--- config.mk ---
export PLATFORM = sky130hd
export DESIGN_NAME = hamming_dec_stream
export DESIGN_NICKNAME = d
export VERILOG_FILES = /design/src/rtl/hamming_dec_stream.sv
export SDC_FILE = /design/constraint.sdc
export NUM_CORES = 1
export LEC_CHECK = 0
export ABC_AREA = 1
export BUFFER_PORTS_ARGS = -buffer_cell sky130_fd_sc_hd__buf_2
export CAP_MARGIN = 20
export CORE_MARGIN = 2
export CORE_UTILIZATION = 49
export CTS_CLUSTER_DIAMETER = 100
export DETAILED_ROUTE_END_ITERATION = 16
export PLACE_DENSITY = 0.77
export SLEW_MARGIN = 40
export SYNTH_ARGS = -nofsm -noshare
export SYNTH_HDL_FRONTEND = slang
export SYNTH_SLANG_ARGS = --single-unit
--- constraint.sdc ---
create_clock -name clk_i -period 1.2 [get_ports clk_i]
set_input_delay 0.12 -clock clk_i [delete_from_list [all_inputs] [get_ports clk_i]]
set_output_delay 0.12 -clock clk_i [all_outputs]
set_load 0.02 [all_outputs]
--- src/rtl/hamming_dec_stream.sv ---
// hamming_dec_stream: two-stage pipelined SECDED Hamming decoder with a
// valid/ready stream on both sides.
// Stage 1 registers the codeword, its syndrome and its overall parity.
// Stage 2 registers the corrected data word and the error flags.
// Optional feature macro HAMMING_ERR_CNT_EN builds saturating counters
// for corrected and uncorrectable errors; without it the counters read 0.
module hamming_dec_stream #(
   parameter  int K     = 8,
   parameter  int CNT_W = 16,
   localparam int M     = $clog2(K + 1 + $clog2(K + 1 + $clog2(K + 1))),
   localparam int N     = M + K
) (
   input  logic             clk_i,
   input  logic             rst_i,
   input  logic [N:0]       cw_i,
   input  logic             cw_valid_i,
   output logic             cw_ready_o,
   output logic [K-1:0]     q_o,
   output logic [M-1:0]     syndrome_o,
   output logic             sb_err_o,
   output logic             sb_fix_o,
   output logic             db_err_o,
   output logic             q_valid_o,
   input  logic             q_ready_i,
   input  logic             clr_cnt_i,
   output logic [CNT_W-1:0] sb_cnt_o,
   output logic [CNT_W-1:0] db_cnt_o
);

   // Hamming position holding data bit k (positions skip powers of two).
   function automatic int data_pos(input int k);
      int cnt;
      int res;
      cnt = 0;
      res = 0;
      for (int p = 1; p <= N; p++) begin
         if ((p & (p - 1)) != 0) begin
            if (cnt == k) res = p;
            cnt++;
         end
      end
      return res;
   endfunction

   logic         en;
   logic         s1_valid_q;
   logic [N:0]   s1_cw_q;
   logic [M-1:0] s1_syn_q, s1_syn_d;
   logic         s1_pe_q, s1_pe_d;

   logic         q_valid_q;
   logic [K-1:0] q_q, q_d;
   logic [M-1:0] syn_q;
   logic         sb_q, sb_d;
   logic         db_q, db_d;
   logic [N:0]   fixed;
   logic         flip;

   // Whole pipeline advances together whenever the output slot is free.
   assign en         = !q_valid_q || q_ready_i;
   assign cw_ready_o = en;

   // Syndrome and overall parity of the incoming codeword.
   always_comb begin
      s1_syn_d = '0;
      s1_pe_d  = ^cw_i;
      for (int i = 1; i <= N; i++) begin
         if (cw_i[i]) s1_syn_d = s1_syn_d ^ M'(i);
      end
   end

   // Stage 1 register: codeword, syndrome, parity, valid.
   always_ff @(posedge clk_i) begin
      if (rst_i) begin
         s1_valid_q <= 1'b0;
         s1_cw_q    <= '0;
         s1_syn_q   <= '0;
         s1_pe_q    <= 1'b0;
      end else if (en) begin
         s1_valid_q <= cw_valid_i;
         s1_cw_q    <= cw_i;
         s1_syn_q   <= s1_syn_d;
         s1_pe_q    <= s1_pe_d;
      end
   end

   // Classify the error, flip the addressed position, extract data bits.
   always_comb begin
      sb_d  = 1'b0;
      db_d  = 1'b0;
      flip  = 1'b0;
      fixed = s1_cw_q;
      q_d   = '0;
      if (s1_pe_q) begin
         if (s1_syn_q == '0) begin
            sb_d = 1'b1;
         end else if (int'(s1_syn_q) <= N) begin
            sb_d = 1'b1;
            flip = 1'b1;
         end else begin
            db_d = 1'b1;
         end
      end else if (s1_syn_q != '0) begin
         db_d = 1'b1;
      end
      for (int i = 1; i <= N; i++) begin
         if (flip && (M'(i) == s1_syn_q)) fixed[i] = ~fixed[i];
      end
      for (int k = 0; k < K; k++) begin
         q_d[k] = fixed[data_pos(k)];
      end
   end

   // Stage 2 register: decoded word, syndrome and flags.
   always_ff @(posedge clk_i) begin
      if (rst_i) begin
         q_valid_q <= 1'b0;
         q_q       <= '0;
         syn_q     <= '0;
         sb_q      <= 1'b0;
         db_q      <= 1'b0;
      end else if (en) begin
         q_valid_q <= s1_valid_q;
         q_q       <= q_d;
         syn_q     <= s1_syn_q;
         sb_q      <= sb_d;
         db_q      <= db_d;
      end
   end

   assign q_o        = q_q;
   assign syndrome_o = syn_q;
   assign sb_err_o   = sb_q;
   assign sb_fix_o   = sb_q;
   assign db_err_o   = db_q;
   assign q_valid_o  = q_valid_q;

`ifdef HAMMING_ERR_CNT_EN
   logic             out_hs;
   logic [CNT_W-1:0] sb_cnt_q, sb_cnt_d;
   logic [CNT_W-1:0] db_cnt_q, db_cnt_d;

   assign out_hs = q_valid_q && q_ready_i;

   // Saturating counts of delivered words; a clear request takes priority.
   always_comb begin
      sb_cnt_d = sb_cnt_q;
      db_cnt_d = db_cnt_q;
      if (clr_cnt_i) begin
         sb_cnt_d = '0;
         db_cnt_d = '0;
      end else if (out_hs) begin
         if (sb_q && (sb_cnt_q != '1)) sb_cnt_d = sb_cnt_q + 1'b1;
         if (db_q && (db_cnt_q != '1)) db_cnt_d = db_cnt_q + 1'b1;
      end
   end

   // Counter registers.
   always_ff @(posedge clk_i) begin
      if (rst_i) begin
         sb_cnt_q <= '0;
         db_cnt_q <= '0;
      end else begin
         sb_cnt_q <= sb_cnt_d;
         db_cnt_q <= db_cnt_d;
      end
   end

   assign sb_cnt_o = sb_cnt_q;
   assign db_cnt_o = db_cnt_q;
`else
   logic unused_clr;
   assign unused_clr = clr_cnt_i;
   assign sb_cnt_o   = '0;
   assign db_cnt_o   = '0;
`endif

endmodule

### Word level (Yosys, flattened, before mapping)

Index checks and enable logic that the tools add are counted.

* magnitude comparators: 1
* equality and inequality tests: 8
* muxes and demuxes: 29
* bitwise operators: 19
* reduce and logical (&&, ||, !) cells: 13

Operators by type and width (number)
* two-way mux 4 bit: 5
* two-way mux 1 bit: 18
* equality test 4 bit, first input constant: 4
* parity 13 bit: 1
* equality test 3 x 4 -> 1 bit, first input constant: 3
* two-way mux 3 bit: 4
* NOT 2 bit: 6
* logical AND 1 bit: 8
* NOT 1 bit: 8
* NOT 3 bit: 2
* equality test 2 x 4 -> 1 bit, first input constant: 1
* less-or-equal comparator 4 bit, second input constant: 1
* zero test 4 bit: 1
* two-way mux 2 bit: 2
* nonzero test 4 bit: 1
* NOT 1 bit, first input constant: 3
* zero test 1 bit: 1
* logical OR 1 bit: 1

* bits in registers: 34
* output and inout port bits: 49
* word-level logic and storage cells: 79

### Logic depth before layout (Yosys ltp)

Gate-level depths: netlist of the first run.

* word-level depth: 20
* mapped depth: 10

### Worst setup path after synthesis of the first run

No wires, ideal clock.

* path type: register to register
* from: reg q_valid_q (netlist: q_valid_o)
* to: reg q_q[5] (netlist: q_o[5])
* arrival time: 1149 ps
* path slack: -63 ps
* cell stages (with the launch flop): 8
* cells stage by stage: dfxtp_1 inv_1 nor2_4 inv_2 buf_2 o21ai_0 o21bai_1 inv_1

* longest elaborated chain between the ends: 2

RTL lines
* start: declaration: RTL line 51 `logic q_valid_q;`
* start signal: assignment: RTL line 123 `q_valid_q <= s1_valid_q;`
* zero test 1 bit: RTL line 60 `assign en = !q_valid_q || q_ready_i;`
* logical OR 1 bit: RTL line 60
* end signal: assignment: RTL line 124 `q_q <= q_d;`
* end: declaration: RTL line 52 `logic [K-1:0] q_q, q_d;`

No other way between the ends.
A chain may end at the register's enable or synchronous reset.

### Worst setup path after layout of the first run

* from: reg q_valid_q (netlist: q_valid_o)
* to: out cw_ready_o

* longest elaborated chain between the ends: 2

RTL lines
* zero test 1 bit: RTL line 60
* logical OR 1 bit: RTL line 60
* end: declaration: RTL line 17 `output logic cw_ready_o,`

No other way between the ends.

==> impl_metrics.yaml, run 1 <==
pwr:
  combPwrFrac_pct: 25.4
  seq_power_share_pct: 42.0
  total_power_uw: 2720
  swShare_pct: 33.3
  power_leakage_uw: 0.00118
  switchingPower_uw: 907
  intPower_uw: 1810
  vdd_ir_drop_max_v: 0.000514
  powerDensity_mw_per_mm2: 1270
  clkPwrFrac_pct: 32.5
clock_network:
  clk_path_buf_depth: 2
  cts_tree: "built"
  clkTransAtPathRegs_ns: 0.06
  clock-sinks: 29
  hold_buffers: 0
  root_buffer: "clkbuf_8"
  cts_made_buffers: 5
  htree_levels: 2
  clk_latency_ns: 0.29
floorplan:
  ios: 67
  die_h_um: 64.7
  initial_core_util_pct: 50.0
  design.die.area_mm2: 0.00418
  fp.dieW_um: 64.7
  core_mm2: 0.00361
  rows: 22
setup_path:
  cp.depth: 5
  arrival_ns: 1.08
  end_kind: "primary output"
  critPathLaunch: "q_valid_o"
  reg2reg_from: "s1_syn_q[0]"
  path_delay_family: "buffers and inverters"
  crit_chain: "inv_2, nor2_4, inv_4, buf_12, buf_8"
  cp-endpoint: "cw_ready_o"
  critPathSlowestCell: "dfxtp_2"
  critPathBufInv: 4
  r2r_slack_ns: 0.06
  crit_type: "flop to primary output"
  r2r.worst_path.cells: 6
  slowest_delay_ns: 0.33
  cp_max_fo: 9
  r2r_end: "q_o[4]"
  cp-start-kind: "flop"
  required_ns: 1.08
synthesis:
  synth_area_leader_cell: "dfxtp_1"
  synth_area_leaders: "dfxtp_1, buf_4, nand2_1"
  synth_compound_area_share_pct: 14.1
  synth_fa_ha_area_share_pct: 0
  yosysWarnings: 0
  synth_top_family_by_area: "simple AND/OR/NAND/NOR gates"
  synth_cells: 267
  syn_area_mm2: 0.00180
  synth_xor_area_share_pct: 5.83
  synth_mux_area_share_pct: 0
  yosysSeqAreaShare_pct: 32.2
  ys_ff_latch: 29
  synthSimpleGateAreaFrac_pct: 24.7
  syn_area_per_cell_um2: 6.76
  synth_cell_type_count: 23
  yosys.area.top_type_share_pct: 32.2
detailed_routing:
  vias: 1661
  dr_wl_met2_um: 1770
  drc_errors: 0
  routedWlPerCell_um: 10.2
  drtPass1Iterations: 4
  wl_met1_um: 1600
  via_per_inst: 4.63
  drt-total-wl_um: 3660
  highest_layer: "met4"
  met3_length_um: 225
  drtAntennaViolNets: 0
  drtIter0Drc: 72
global_routing:
  grt_pass1_wl_um: 5970
  grt_pass1_vias: 1399
  grt.overflow.total: 0
  antenna_found_initial: 0
  grt_max_degree: 17
  grt_usage_pct: 18.4
final_layout:
  antenna_cells: 0
  syn_to_final_growth_pct: 18.9
  nets: 328
  num-fill-cells: 346
  drive_above_1_share_pct: 24.4
  final_cells: 359
  stdcell_area_mm2: 0.00214
run:
  drv_cap: 0
sta:
  period_share_pct: 100
  setup_viol: 1
  min_period_ns: 1.20
  drv_slew: 0
  clock_skew_ns: 0.00384
  worst_slack_ns: -0.00257
  rsz0062_at_grt: "yes"
  finalHoldViolCount: 0
  fmax_mhz: 832
placement:
  place_congestion: 0.777
  dp.final_hpwl_um: 2580
  placed_area_mm2: 0.00193
  placedCellCount: 346
  io_buffers: 33
run_status:
  violations: "negative setup slack"
  outcome: "finished, violations left"
hold_path:
  min_path_type: "input port to flop"
synthesized netlist by cell type:
library cell and instances:
nand2_1 65, buf_4 33, dfxtp_1 29, inv_1 29
o21ai_0 20, a21oi_1 17, nand3_1 17, nor2_1 12
buf_2 7, xnor2_1 7, inv_2 5, xor2_1 5
nand4_1 4, o211ai_1 3, o21bai_1 3, nand2_2 2
nor2_2 2, o221ai_1 2, clkbuf_1 1, conb_1 1
nand3_2 1, nor2_4 1, o31ai_1 1
cells by family after synthesis:
| logic type | after synthesis |
|---|---|
| flip-flops | 29 |
| AND/OR/NAND/NOR | 104 |
| XOR/XNOR | 12 |
| buffers and inverters | 75 |
| AO/OA/AOI/OAI | 46 |
| other | 1 |
sequential cells by signal (all words and copies together) (netlist names):
signal      cells
db_err_o        1
q_o             8
q_valid_o       1
s1_cw_q         8
s1_pe_q         1
s1_syn_q        4
s1_valid_q      1
sb_err_o        1
syndrome_o      4
cells in the final DEF, fill, tap and decap left out, types with 4 or more instances in the layout:
cell / instances
o21ai_0: 13
xnor2_1: 7
buf_2: 32
inv_1: 28
nand2_1: 65
dfxtp_1: 23
inv_2: 5
clkbuf_8: 7
dfxtp_2: 4
nand4_1: 4
xor2_1: 5
o21ai_1: 7
nor2_1: 10
nand3_1: 16
a21oi_1: 17
buf_4: 10
conb_1: 32
stage by stage:
stage | utilization (%) | hold WS, ns | setup TNS (ns) | setup slack [ns]
floorplan | - | 0.182 | 0 | 0.0164
finish | 59.5 | 0.0491 | -0.00257 | -0.00257
detailed placement | 53.6 | 0.356 | 0 | 0.0109
global route | 59.5 | 0.0698 | -0.121 | -0.0460
global placement | 53.6 | 0.354 | 0 | 0.0553
CTS | 57.5 | 0.0489 | -0.00474 | -0.00474
what timing repair did:
item,CTS,global route
setup buffers,0,4
resized for setup,3,24
gates cloned,1,0
pin swaps,0,2
setup endpoints to repair,2,11
hold endpoints to repair,0,0
layout make-up:
cell class | count | area (µm²) | share of cell area (%)
clock inverters | 1 | 5.00 | 0.233
multi-input cells | 194 | 951 | 44.3
flip-flops and latches | 29 | 593 | 27.7
clock buffers | 7 | 96.3 | 4.49
inverters | 34 | 130 | 6.07
repair buffers | 46 | 309 | 14.4
well taps | 48 | 60.1 | 2.80
worst register-to-register path, delay by kind of cell (launching register included):
kind	cells	cell delay, ns
buf+inv	2	0.14
simple gates	2	0.24
compound gates	1	0.14
flops	1	0.37
xor+xnor	1	0.14
power by group through the flow:
stage / clock, µW / sequential (µW) / combinational [µW]
2_1_floorplan: 0 / 1180 / 515
3_3_place_gp: 0 / 1140 / 629
3_5_place_dp: 0 / 1150 / 641
4_1_cts: 896 / 1130 / 658
5_1_grt: 947 / 1160 / 766
6_report: 885 / 1140 / 691
worst min path at each step:
stage | end | slack, ns | startpoint | depth (start not counted)
2_1_floorplan | q_valid_o | 0.18 | rst_i | 1
3_3_place_gp | q_valid_o | 0.35 | rst_i | 2
3_5_place_dp | s1_cw_q[12] | 0.36 | rst_i | 2
4_1_cts | s1_syn_q[2] | 0.05 | rst_i | 2
5_1_grt | q_valid_o | 0.07 | rst_i | 2
6_report | s1_syn_q[2] | 0.05 | rst_i | 2
routing by layer:
layer,global-route usage [%],vias up
met5,0,-
met4,6.38,0
met3,5.38,6
met2,31.6,57
met1,21.8,731
li1,-,867
Note: power is estimated with default switching activity, not from simulation.
==> run 2: changes to the inputs <==
--- a/config.mk
+++ b/config.mk
@@ -6,9 +6,8 @@
 export NUM_CORES = 1
 export LEC_CHECK = 0
 export ABC_AREA = 1
-export BUFFER_PORTS_ARGS = -buffer_cell sky130_fd_sc_hd__buf_2
+export BUFFER_PORTS_ARGS = -buffer_cell sky130_fd_sc_hd__buf_4
 export CAP_MARGIN = 20
-export CORE_MARGIN = 2
 export CORE_UTILIZATION = 49
 export CTS_CLUSTER_DIAMETER = 100
 export DETAILED_ROUTE_END_ITERATION = 16
==> run 2 against run 1 <==
The flow now finishes without violations. Critical path depth stayed put. Count of clock-buffer cells in the layout decreased by 2. Sequential power about the same. First-iteration DRC count down 5.6%. Clock power down 11%. Critical endpoint unchanged. Combinational power increased by 5.2%. Critical path type unchanged.
==> impl_metrics.yaml, run 2 (same netlist as run 1, synthesis figures left out) <==
sta:
  finalHoldViolCount: 0
  min_period_ns: 1.20
  drv_slew: 0
  fmax_mhz: 837
  rsz0062_at_grt: "yes"
  setup_viol: 0
  period_share_pct: 99.6
  clock_skew_ns: 0.00960
  worst_slack_ns: 0.00476
detailed_routing:
  drtPass1Iterations: 4
  via_per_inst: 4.64
  routedWlPerCell_um: 10.2
  vias: 1641
  drc_errors: 0
  drtIter0Drc: 68
  drtAntennaViolNets: 0
  drt-total-wl_um: 3610
global_routing:
  antenna_found_initial: 0
  grt.overflow.total: 0
  grt_usage_pct: 20.3
  grt_pass1_wl_um: 6270
  grt_max_degree: 19
  grt_pass1_vias: 1468
placement:
  place_congestion: 0.816
  pre_cts_slack_ns: -0.00181
  io_buffers: 33
  dp.final_hpwl_um: 2490
  placedCellCount: 343
setup_path:
  reg2reg_from: "q_valid_o"
  cp_max_fo: 7
  r2r_end: "q_o[6]"
  arrival_ns: 1.08
  cp-start-kind: "flop"
  required_ns: 1.08
  crit_type: "flop to primary output"
  r2r.worst_path.cells: 7
  r2r_slack_ns: 0.04
  end_kind: "primary output"
floorplan:
  initial_core_util_pct: 52.4
  die_h_um: 62.7
  ios: 67
  rows: 21
  core_mm2: 0.00344
  fp.dieW_um: 62.7
  design.die.area_mm2: 0.00393
pwr:
  clkPwrFrac_pct: 29.6
  power_leakage_uw: 0.00119
  total_power_uw: 2660
  powerDensity_mw_per_mm2: 1210
  combPwrFrac_pct: 27.4
  seq_power_share_pct: 43.0
  switchingPower_uw: 920
  intPower_uw: 1740
  vdd_ir_drop_max_v: 0.000594
  swShare_pct: 34.6
hold_path:
  hold_end: "q_valid_o"
  min_from: "rst_i"
  holdPathStages: 2
  min_path_type: "input port to flop"
clock_network:
  cts_made_buffers: 5
  clkTransAtPathRegs_ns: 0.07
  cts_tree: "built"
  clk_path_buf_depth: 2
  htree_levels: 2
  clk_latency_ns: 0.29
  root_buffer: "clkbuf_8"
  clock-sinks: 29
  hold_buffers: 0
final_layout:
  antenna_cells: 0
  layout_common_cells: "nand2_1, buf_4, conb_1"
  fin_util_pct: 64.0
  drive_above_1_share_pct: 24.0
  final_common_cell: "nand2_1"
  final_cells: 354
  syn_to_final_growth_pct: 22.1
  nets: 325
  num-fill-cells: 333
run_status:
  outcome: "finished clean"
run:
  drv_cap: 0
## run 2: cell count changes in the layout (fill, tap and decap cells not counted), sizes merged
cell / delta
buf: -4
bufbuf: +1
clkbuf: -2
clkinv: +1
clkinvlp: +1
## run 2: what timing repair did
action                                  4_1_cts  5_1_grt
endpoints found under the setup margin        5       22
buffers inserted                              4        0
resized for setup                             9       24
gates cloned                                  1        0
pin swaps                                     1        2
## run 2: cell type report
class / count / area, µm² / share of cell area (%)
Clock buffer: 5 / 68.8 / 3.12
Multi-Input combinational cell: 194 / 966 / 43.8
Inverter: 34 / 130 / 5.91
Tap cell: 46 / 57.6 / 2.61
Clock inverter: 3 / 17.5 / 0.795
Sequential cell: 29 / 596 / 27.0
Timing Repair Buffer: 43 / 368 / 16.7
## run 2: power by group through the flow
stage	combinational, µW	clock [µW]	sequential, µW
after CTS	712	792	1130
after global placement	667	0	1150
after detailed placement	676	0	1150
final	727	787	1140
after floorplan	515	0	1180
after global routing	804	844	1160
## run 2: per-stage QoR
stage          hold slack, ns  area (µm²)  TNS [ns]
3_5_place_dp            0.321        2010  -0.00256
4_1_cts                0.0167        2180   -0.0183
5_1_grt                0.0267        2200    -0.133
2_1_floorplan           0.182        1920         0
6_report               0.0241        2200         0
3_3_place_gp            0.325        2010         0
## run 2: critical path: stages (launching register included)
cell,delay (ns)
dfxtp_2,0.34
inv_2,0.04
nor2_4,0.10
inv_4,0.06
buf_12,0.13
buf_8,0.12
## run 2: routing by layer
layer / GRT usage, % / wire [µm] / part of all wire [%] / vias up
li1: - / - / - / 861
met1: 24.2 / 1620 / 45 / 721
met2: 33.4 / 1770 / 49 / 51
met3: 4.01 / 129 / 3.6 / 8
met4: 12.5 / 80 / 2.2 / 0
met5: 0 / 0 / 0 / -
## run 2: worst max path at each step
| stage | start | endpoint | slack (ns) | cells after the start |
|---|---|---|---|---|
| after floorplan | q_valid_o | q_o[5] | 0.02 | 7 |
| after global placement | s1_syn_q[3] | q_o[4] | 0.04 | 6 |
| after detailed placement | s1_syn_q[3] | q_o[4] | -0.002 | 6 |
| after CTS | q_valid_o | cw_ready_o | -0.02 | 5 |
| after global routing | q_valid_o | cw_ready_o | -0.04 | 5 |
| final | q_valid_o | cw_ready_o | 0.005 | 5 |
==> run 3: changes to the inputs <==
--- a/config.mk
+++ b/config.mk
@@ -6,7 +6,7 @@
 export NUM_CORES = 1
 export LEC_CHECK = 0
 export ABC_AREA = 1
-export BUFFER_PORTS_ARGS = -buffer_cell sky130_fd_sc_hd__buf_4
+export BUFFER_PORTS_ARGS = -buffer_cell sky130_fd_sc_hd__buf_2
 export CAP_MARGIN = 20
 export CORE_UTILIZATION = 49
 export CTS_CLUSTER_DIAMETER = 100
==> run 3 against run 2 <==
Final cell count shrank 0.56%. Routed wire length shrank 2.7%. Clock power grew 2%. First-iteration DRC count grew 22%. Critical path depth is the same. Setup slack gained 0.024 ns. Sequential power is essentially flat. Global-route usage shrank 1.3 points. Die area is the same. Critical path type unchanged. Critical endpoint unchanged. Largest cell class unchanged.
==> impl_metrics.yaml, run 3 (same netlist as run 1, synthesis figures left out) <==
run_status:
  outcome: "finished clean"
setup_path:
  critPathBufInv: 4
  reg2reg_from: "s1_syn_q[3]"
  end_kind: "primary output"
  crit_chain: "inv_2, nor2_4, inv_2, buf_8, buf_6"
  required_ns: 1.08
  arrival_ns: 1.05
  cp-start-kind: "flop"
  critPathSlowestCell: "dfxtp_2"
  crit_type: "flop to primary output"
  slowest_delay_ns: 0.33
  cp_max_fo: 3
  critPathLaunch: "q_valid_o"
  path_delay_family: "buffers and inverters"
  crit_path_frequent_cell: "inv_2"
clock_network:
  cts_tree: "built"
  clk_latency_ns: 0.28
  clk_path_buf_depth: 2
  hold_buffers: 0
  clkTransAtPathRegs_ns: 0.06
  clock-sinks: 29
  root_buffer: "clkbuf_8"
  cts_made_buffers: 5
  htree_levels: 2
floorplan:
  rows: 21
  die_h_um: 62.7
  ios: 67
  core_mm2: 0.00344
  design.die.area_mm2: 0.00393
  fp.dieW_um: 62.7
  initial_core_util_pct: 52.4
global_routing:
  grt_max_degree: 26
  grt_pass1_wl_um: 5840
  antenna_found_initial: 0
  grt.overflow.total: 0
  grt_usage_pct: 19.0
  grt_pass1_vias: 1383
final_layout:
  drive_above_1_share_pct: 22.9
  layout_common_cells: "nand2_1, conb_1, buf_2"
  nets: 324
  final_cells: 352
  syn_to_final_growth_pct: 15.7
  fin_util_pct: 60.7
  antenna_cells: 0
  final_common_cell: "nand2_1"
sta:
  fmax_mhz: 854
  min_period_ns: 1.17
  worst_slack_ns: 0.0285
  period_share_pct: 97.6
  finalHoldViolCount: 0
  holdWs_ns: 0.0637
  setup_viol: 0
  clock_skew_ns: 0.00208
  rsz0062_at_grt: "yes"
  tns_ns: 0
  drv_slew: 0
detailed_routing:
  routedWlPerCell_um: 9.97
  drtPass1Iterations: 4
  drtIter0Drc: 83
  drc_errors: 0
  drtAntennaViolNets: 0
  via_per_inst: 4.64
  vias: 1635
  drt-total-wl_um: 3510
placement:
  dp.final_hpwl_um: 2550
  placedCellCount: 343
  place_congestion: 0.779
  io_buffers: 33
  pre_cts_slack_ns: 0.0359
pwr:
  vdd_ir_drop_max_v: 0.000613
  powerDensity_mw_per_mm2: 1250
  power_leakage_uw: 0.00115
run:
  drv_cap: 0
hold_path:
  min_path_type: "input port to flop"
  min_from: "rst_i"
[run 3: cell count changes in the layout (fill, tap and decap cells not counted), moves of 2 or more]
cell / change
clkinv_2: -2
o21ai_1: -5
dfxtp_2: +3
buf_4: -35
dfxtp_4: -3
buf_2: +32
o21ai_0: +6
buf_6: +2
[run 3: layout make-up]
class	count	area, µm²
clock buffer	7	86.3
sequential	29	588
tap	46	57.6
timing repair buffer	42	275
multi-input combinational	194	953
fill	332	1350
inverter	34	128
[run 3: layer usage]
| metal | track usage (%) | vias to the layer above | wire length [µm] |
|---|---|---|---|
| met5 | 0 | - | 0 |
| met4 | 6.98 | 0 | 57 |
| met3 | 6.02 | 6 | 183 |
| met2 | 30.7 | 61 | 1670 |
| met1 | 23.5 | 711 | 1600 |
| li1 | - | 857 | - |
[run 3: report_power, final]
group,switching (µW),internal (µW)
Combinational,448,232
Sequential,80.1,1060
Clock,345,453
[run 3: metrics by stage]
step | instance area, µm² | total power (µW)
global placement | 1940 | 1780
global route | 2090 | 2800
finish | 2090 | 2620
CTS | 2050 | 2600
floorplan | 1920 | 1690
detailed placement | 1940 | 1790
[run 3: what timing repair did]
| action | CTS | global route |
|---|---|---|
| pin swaps | 0 | 2 |
| resized for setup | 3 | 20 |
| setup endpoints to repair | 1 | 13 |
| endpoints found under the hold margin | 0 | 0 |
| setup buffers | 2 | 0 |
[run 3: worst paths after layout]
check                     to  slack (ns)  cells past startpoint
setup / recovery  cw_ready_o        0.03                      5
hold / removal     q_valid_o        0.06                      2
setup reg to reg      q_o[4]        0.06                      6
hold reg to reg    q_valid_o        0.46                      2
